===== src/rtl/main_bus_arbiter_if.sv =====
// Main-bus arbitration signals shared between the arbiter and the processor-side requesters.
// master: the arbiter; slave: requester/bus side driving req and AddrValid.
interface main_bus_arbiter_if #(
    parameter int unsigned NREQ = 4
) ();
    localparam int unsigned OW = (NREQ > 1) ? $clog2(NREQ) : 1;

    logic [NREQ-1:0] req;
    logic            AddrValid;
    logic [NREQ-1:0] grant;
    logic [OW-1:0]   owner;
    logic            bus_busy;
    logic            timeout_err;

    modport master (
        input  req, AddrValid,
        output grant, owner, bus_busy, timeout_err
    );

    modport slave (
        output req, AddrValid,
        input  grant, owner, bus_busy, timeout_err
    );
endinterface


===== src/rtl/main_bus_arbiter.sv =====
// Round-robin main-bus arbiter: one grant per transaction (address cycle + BEATS data beats),
// with a dead turnaround cycle between owners so AddrData never has two drivers.
module main_bus_arbiter #(
    parameter int unsigned NREQ    = 4,
    parameter int unsigned BEATS   = 4,
    parameter int unsigned TIMEOUT = 8
) (
    input logic                clk,
    input logic                resetN,
    main_bus_arbiter_if.master bus
);
    localparam int unsigned OW = (NREQ > 1) ? $clog2(NREQ) : 1;
    localparam int unsigned IW = OW + 1;
    localparam int unsigned BW = (BEATS > 1) ? $clog2(BEATS) : 1;

    typedef enum logic [1:0] {StIdle, StGrant, StBurst, StTurn} state_e;

    state_e          r_state, w_state_d;
    logic [OW-1:0]   r_owner, w_owner_d;
    logic [BW-1:0]   r_beat, w_beat_d;
    logic [7:0]      r_tmo, w_tmo_d;
    logic [NREQ-1:0] r_grant, w_grant_d;
    logic            w_found;
    logic [OW-1:0]   w_pick;
    logic [IW-1:0]   w_idx;
    logic            w_tmo_err;

    // Search starts one past the last owner; indices wrap modulo NREQ.
    always_comb begin
        w_found = 1'b0;
        w_pick  = '0;
        w_idx   = '0;
        for (int unsigned i = 0; i < NREQ; i++) begin
            w_idx = {1'b0, r_owner} + IW'(i + 1);
            if (w_idx >= IW'(NREQ)) begin
                w_idx = w_idx - IW'(NREQ);
            end
            if (!w_found && bus.req[w_idx[OW-1:0]]) begin
                w_found = 1'b1;
                w_pick  = w_idx[OW-1:0];
            end
        end
    end

    always_comb begin
        w_state_d = r_state;
        w_owner_d = r_owner;
        w_beat_d  = r_beat;
        w_tmo_d   = r_tmo;
        w_tmo_err = 1'b0;
        case (r_state)
            StIdle: begin
                if (w_found) begin
                    w_state_d = StGrant;
                    w_owner_d = w_pick;
                    w_tmo_d   = '0;
                end
            end
            StGrant: begin
                // Address strobe beats the timeout terminal count.
                if (bus.AddrValid) begin
                    w_state_d = StBurst;
                    w_beat_d  = '0;
                end else if (!bus.req[r_owner]) begin
                    w_state_d = StIdle;
                end else if (r_tmo == 8'(TIMEOUT - 1)) begin
                    w_tmo_err = 1'b1;
                    w_state_d = StTurn;
                end else begin
                    w_tmo_d = r_tmo + 8'd1;
                end
            end
            StBurst: begin
                if (r_beat == BW'(BEATS - 1)) begin
                    w_state_d = StTurn;
                end else begin
                    w_beat_d = r_beat + BW'(1);
                end
            end
            StTurn:  w_state_d = StIdle;
            default: w_state_d = StIdle;
        endcase

        w_grant_d = '0;
        if (w_state_d == StGrant || w_state_d == StBurst) begin
            w_grant_d[w_owner_d] = 1'b1;
        end
    end

    always_ff @(posedge clk or negedge resetN) begin
        if (!resetN) begin
            r_state <= StIdle;
            r_owner <= OW'(NREQ - 1);
            r_beat  <= '0;
            r_tmo   <= '0;
            r_grant <= '0;
        end else begin
            r_state <= w_state_d;
            r_owner <= w_owner_d;
            r_beat  <= w_beat_d;
            r_tmo   <= w_tmo_d;
            r_grant <= w_grant_d;
        end
    end

    assign bus.grant       = r_grant;
    assign bus.owner       = r_owner;
    assign bus.bus_busy    = (r_state == StGrant) || (r_state == StBurst);
    assign bus.timeout_err = w_tmo_err;
endmodule


===== src/flat_wrapper.sv =====
// flat-port wrapper written by rule: the top's interface ports become plain ports
module main_bus_arbiter_flat 
#(
    parameter int unsigned NREQ    = 4,
    parameter int unsigned BEATS   = 4,
    parameter int unsigned TIMEOUT = 8
)
  (clk, resetN, bus_req, bus_AddrValid, bus_grant, bus_owner, bus_bus_busy, bus_timeout_err);
  main_bus_arbiter_if #(.NREQ(NREQ)) bus_i ();
  input logic clk;
  input logic resetN;
  input wire logic [$bits(bus_i.req)-1:0] bus_req;
  input wire logic [$bits(bus_i.AddrValid)-1:0] bus_AddrValid;
  output wire logic [$bits(bus_i.grant)-1:0] bus_grant;
  output wire logic [$bits(bus_i.owner)-1:0] bus_owner;
  output wire logic [$bits(bus_i.bus_busy)-1:0] bus_bus_busy;
  output wire logic [$bits(bus_i.timeout_err)-1:0] bus_timeout_err;
  assign bus_i.req = bus_req;
  assign bus_i.AddrValid = bus_AddrValid;
  assign bus_grant = bus_i.grant;
  assign bus_owner = bus_i.owner;
  assign bus_bus_busy = bus_i.bus_busy;
  assign bus_timeout_err = bus_i.timeout_err;
  main_bus_arbiter #(.NREQ(NREQ), .BEATS(BEATS), .TIMEOUT(TIMEOUT)) u_core (.clk(clk), .resetN(resetN), .bus(bus_i));
endmodule

===== config.mk =====
export PLATFORM = sky130hd
export DESIGN_NAME = main_bus_arbiter_flat
export DESIGN_NICKNAME = d
export VERILOG_FILES = /design/src/rtl/main_bus_arbiter_if.sv /design/src/rtl/main_bus_arbiter.sv /design/src/flat_wrapper.sv
export SDC_FILE = /design/constraint.sdc
export NUM_CORES = 1
export LEC_CHECK = 0
export ABC_AREA = 1
export BUFFER_PORTS_ARGS = -buffer_cell sky130_fd_sc_hd__buf_2
export CAP_MARGIN = 20
export CORE_MARGIN = 2
export CORE_UTILIZATION = 58
export CTS_CLUSTER_DIAMETER = 200
export DETAILED_ROUTE_END_ITERATION = 7
export PLACE_DENSITY_LB_ADDON = 0.2
export SLEW_MARGIN = 10
export SYNTH_ARGS = -nofsm -noshare
export SYNTH_HDL_FRONTEND = slang
export SYNTH_SLANG_ARGS = --single-unit

===== constraint.sdc =====
create_clock -name clk -period 2.2 [get_ports clk]
set_input_delay 0.22 -clock clk [delete_from_list [all_inputs] [get_ports clk]]
set_output_delay 0.22 -clock clk [all_outputs]
set_load 0.01 [all_outputs]

# Word level (Yosys, flattened, before mapping)
# Cells that the tools add are included.
[totals]
output_inout_bits = 8
regBits = 18
input_bits = 7
wordCells = 98
[classes]
n_mux = 45
eq_ne = 13
n_addsub = 10
reduce_logical = 14
magnitude_cmp = 11
[op_table]
columns = ["cell", "n"]
rows = [
  ["two-way mux 2 bit", 17],
  ["two-way mux 8 bit", 4],
  ["less-than comparator 2 x 3 -> 1 bit, second input constant", 6],
  ["case mux 8 bit (2 select lines)", 1],
  ["two-way mux 1 bit", 14],
  [">= comparator 3 bit, second input constant", 4],
  ["binary-select mux 1 bit (select 2 bit)", 5],
  ["adder 8 x 1 -> 8 bit, second input constant", 1],
  ["equality test 2 bit, second input constant", 4],
  ["equality test 8 x 3 -> 1 bit, second input constant", 1],
  ["!= test 2 bit, second input constant", 4],
  ["case mux 2 bit (4 select lines)", 1],
  ["subtractor 2 x 1 -> 2 bit, second input constant", 4],
  ["adder 2 x 2 -> 3 bit, second input constant", 2],
  ["AND reduction 5 bit", 1],
  ["equality test 2 x 1 -> 1 bit, second input constant", 2],
  ["logical AND 1 bit", 4],
  ["two-way mux 4 bit", 1],
  ["!= test 2 x 1 -> 1 bit, second input constant", 2],
  ["case mux 2 bit (2 select lines)", 1],
  ["nonzero test 2 bit", 2],
  ["adder 2 x 1 -> 3 bit, second input constant", 1],
  ["adder 2 x 3 -> 3 bit, second input constant", 1],
  ["zero test 1 bit", 3],
  ["other kinds (6)", 7],
]

# Longest topological paths before layout
[depth]
depth_word = 22
ltp_mapped = 13
depth_no_buf = 13

# Worst setup path after synthesis
# OpenSTA, ideal clock, no wires.
[synth_path]
path_type = "reg2reg"
startpoint = "reg u_core.r_state[1]"
endpoint = "reg u_core.r_tmo[5]"
required_time_ns = 2.079
arrival_ns = 1.564
path_slack_ns = 0.515
path_stages_with_launch = 10
path_cell_list = "dfrtp_1 inv_1 ha_1 inv_1 nor2_1 nand2_2 o22ai_2 nand2_4 inv_6 o21ai_2"
[synth_between]
elab_chain_len = 3
[synth_lines]
columns = ["item", "line", "text"]
rows = [
  ["start, declared", "main_bus_arbiter.sv:18", "state_e r_state, w_state_d;"],
  ["start signal, assigned", "main_bus_arbiter.sv:92", "r_state <= StIdle;"],
  ["start signal, assigned", "main_bus_arbiter.sv:98", "r_state <= w_state_d;"],
  ["equality test 2 x 1 -> 1 bit or zero test 2 bit (tied branches)", "main_bus_arbiter.sv:51", "case (r_state)"],
  ["!= test 2 x 1 -> 1 bit (no line) (tied with other cells)", "--", ""],
  ["AND reduction 5 bit (no line)", "--", ""],
  ["end signal, assigned", "main_bus_arbiter.sv:101", "r_tmo <= w_tmo_d;"],
  ["end, declared", "main_bus_arbiter.sv:21", "logic [7:0] r_tmo, w_tmo_d;"],
]
# Several ways; a longest one is shown, not always the timed one.
# A chain may end at the register's enable or synchronous reset.

# Worst setup path in the final report
[layout_path]
startpoint = "reg u_core.r_state[1]"
endpoint = "out bus_timeout_err"
[layout_between]
elab_chain_len = 2
[layout_lines]
columns = ["item", "line", "text"]
rows = [
  ["equality test 2 x 1 -> 1 bit", "main_bus_arbiter.sv:51", ""],
  ["two-way mux 1 bit", "main_bus_arbiter.sv:51", ""],
  ["end, declared", "flat_wrapper.sv:17", "output wire logic [$bits(bus_i.timeout_err)-1:0] bus_timeout_err;"],
]
# No other way between the ends.

==> results.py <==
metrics = {
    "outcome": {
        "outcome": "finished clean",
    },
    "power": {
        "p_per_area_mw_per_mm2": 1390,
        "max-vdd-ir-drop_mv": 0.827,
        "p_int_uw": 1030,
        "combPwrFrac_pct": 67.5,
        "pwr-share-clk_pct": 9.2,
        "p_total_uw": 2280,
        "p_switching_uw": 1250,
        "p_leak_uw": 0.000872,
        "swShare_pct": 54.7,
        "pwr-share-seq_pct": 23.3,
    },
    "yosys": {
        "syn-num-nets": 217,
        "async_flop_share_pct": 100,
        "ys.flop_type": "dfrtp_1",
        "yosys-top-cells-area": "dfrtp_1 27%, nand2_1 12%, nand2_2 8.0%, inv_1 6.3%, nand2_4 6.0%",
        "synth_top_area_share_pct": 26.8,
        "synth-seq-cells": 18,
        "syn-instance-count": 204,
        "avgSynthCellArea_um2": 7.31,
        "ys_seq_area_share_pct": 30.4,
        "yosys_warnings": 0,
        "synth_top_area_cell": "dfrtp_1",
        "synth_enable_flop_cells": 0,
        "ys_types": 25,
        "synth.cell_area_mm2": 0.00149,
    },
    "cells_and_area": {
        "syn2layout_area_growth_pct": 10.2,
        "final_nets": 236,
        "drive_above_1_share_pct": 30.6,
        "stdcell_count": 252,
        "diodes": 0,
        "post-route-util_pct": 66.9,
    },
    "placed_design": {
        "place_inst": 247,
        "io_buffers": 14,
        "gp_congestion": 0.884,
        "hpwl_um": 2310,
    },
    "floorplanning": {
        "die_area_mm2": 0.00299,
        "die-width_um": 54.7,
        "coreArea_mm2": 0.00245,
        "io_pins": 15,
        "num_rows": 18,
        "die_h_um": 54.7,
        "initial_core_util_pct": 60.8,
    },
    "detailed_routing": {
        "wl_per_cell_um": 11.8,
        "vias": 1351,
        "viasPerCell": 5.36,
        "drc": 0,
        "drt-initial-drc-count": 32,
        "antenna_left": 0,
        "drt_wl_total_um": 2970,
        "firstDrtPassIters": 7,
    },
    "cts": {
        "clock-sinks": 18,
        "h-tree-depth": 1,
        "clkTransAtPathRegs_ns": 0.11,
        "clock_path_buffers": 2,
        "insertion_delay_ns": 0.30,
        "cts_buffers": 3,
        "post_cts.repair.setup_buffers": 0,
        "root_buffer": "clkbuf_4",
        "tritoncts": "done",
    },
    "global_routing": {
        "grt_pass1_vias": 1138,
        "grt_use_total_pct": 22.1,
        "overflow": 0,
        "grt_first_pass_wirelength_um": 4760,
        "grt_max_degree": 19,
        "antenna_found_initial": 0,
    },
    "setup_path": {
        "critPathKind": "flip-flop to output port",
        "path_buf_inv": 3,
        "critPathTopFamily": "simple AND/OR/NAND/NOR gates",
        "worstSetupEndpointType": "output port",
        "required_ns": 1.98,
        "startpoint_type": "flip-flop",
        "critPathSlowestCell": "dfrtp_1",
        "cp_cell_sequence": "inv_1 > ha_2 > inv_1 > nor2_1 > nand2_2 > nor2_1 > buf_2",
        "slowest_delay_ns": 0.42,
        "crit_arrival_ns": 1.84,
        "crit_fanout": 7,
    },
    "timing": {
        "fin_skew_ns": 0.0147,
        "hold-worst-slack_ns": 0.319,
        "finalHoldViolCount": 0,
        "timing.fmax_mhz": 485,
        "min_period_ns": 2.06,
        "tns_ns": 0,
        "tightestPinTransition_ns": 0.463,
        "period_share_pct": 93.8,
        "rsz0062_at_grt": "no",
        "report.final.slew_viol_count": 0,
        "slew_headroom_pct": 68.9,
        "setup_viol_count_final": 0,
    },
    "hold_path": {
        "holdCritPathClass": "input port to flip-flop",
    },
    "job": {
        "cap_violations": 0,
    },
}
-- worst reg2reg max path, cell delays in order (launching register included) --
cell,delay [ns]
dfstp_2,0.68
inv_2,0.15
nand2_1,0.12
nand2_2,0.07
nand2_1,0.10
nand2_4,0.08
nor2_8,0.15
nand4_2,0.14
nand2_4,0.15
inv_6,0.07
nand2_2,0.06
o21ai_2,0.04
-- cell families (layout without fill, tap and decap cells) --
kind of cell               Yosys count  count (layout)  share of synthesized area, %
buffers and inverters               32              50                          8.89
xor gates and xnor gates             5               5                          2.94
AOI/OAI and AO/OA                   16              16                          7.89
adders and majority gates            6               6                          5.03
and+or+nand+nor                    127             127                          44.9
DFF                                 18              18                          30.4
-- path summary, 6_finish.rpt --
kind                                     start                   to  slack, ns  cells after the start
min                              bus_AddrValid    u_core.r_state[1]       0.32                      5
max                          u_core.r_state[1]      bus_timeout_err       0.14                      7
max in group asynchronous               resetN  u_core.bus.owner[0]       1.52                      2
max reg2reg                u_core.bus.owner[0]      u_core.r_tmo[3]       0.26                     11
min in group asynchronous               resetN  u_core.bus.grant[2]       0.36                      2
min reg2reg                   u_core.r_beat[1]     u_core.r_beat[1]       0.56                      2
-- area by class of cell --
cell class	instances	area (um2)
clock buffers	4	36.3
fillers	207	812
inverters	31	121
multi-input cells	154	915
flip-flops and latches	18	453
well taps	30	37.5
repair buffers	15	80.1
-- cell usage after synthesis, types with 2 or more instances --
library cell / instances
nand2_1: 47
inv_1: 25
nor2_1: 24
nand2_2: 19
dfrtp_1: 16
nand3_1: 14
nand2_4: 8
ha_1: 6
nand4_1: 6
o21ai_0: 6
o21ai_2: 6
inv_2: 5
xor2_1: 5
nor3_1: 3
dfstp_2: 2
nand3_2: 2
nand4_2: 2
-- per-stage QoR --
step | setup slack (ns) | area (um2)
final | 0.136 | 1640
after global routing | 0.0322 | 1640
after detailed placement | 0.274 | 1590
after CTS | 0.112 | 1630
after floorplan | 0.515 | 1490
after global placement | 0.338 | 1590
-- state kept, by name, indices dropped and copies added, names as in the netlist --
register and flops:
u_core.r_tmo 8, u_core.bus.grant 4, u_core.bus.owner 2, u_core.r_beat 2, u_core.r_state 2
-- repair_timing --
action / 4_1_cts / 5_1_grt
hold buffers: 1 / 0
gates resized for setup: 0 / 2
endpoints found under the setup margin: 0 / 1
endpoints found under the hold margin: 16 / 0
-- power groups by stage --
stage | sequential [uW] | combinational [uW] | clock (uW)
final | 531 | 1540 | 209
after floorplan | 516 | 1280 | 0
after detailed placement | 535 | 1540 | 0
after CTS | 530 | 1540 | 213
after global placement | 532 | 1490 | 0
after global routing | 547 | 1700 | 229
-- metal layers --
metal	track usage [%]	wire length (um)	vias up
li1	-	-	689
met4	8.33	29	0
met1	28.3	1310	608
met5	0	0	-
met2	37.3	1460	50
met3	3.01	165	4
-- layout by cell type (no fill, tap or decap), drive strengths merged --
| cell type | netlist | final |
|---|---|---|
| a211oi | 1 | 1 |
| a21oi | 1 | 1 |
| a31oi | 1 | 1 |
| buf | 1 | 14 |
| clkbuf | 0 | 4 |
| dfrtp | 16 | 16 |
| dfstp | 2 | 2 |
| dlygate4sd3 | 0 | 1 |
| ha | 6 | 6 |
| inv | 31 | 31 |
| nand2 | 74 | 74 |
| nand3 | 16 | 16 |
| nand4 | 8 | 8 |
| nor2 | 25 | 25 |
| nor3 | 3 | 3 |
| nor4 | 1 | 1 |
| o21ai | 12 | 12 |
| o22ai | 1 | 1 |
| xor2 | 5 | 5 |
(Power assumes the default switching activity.)
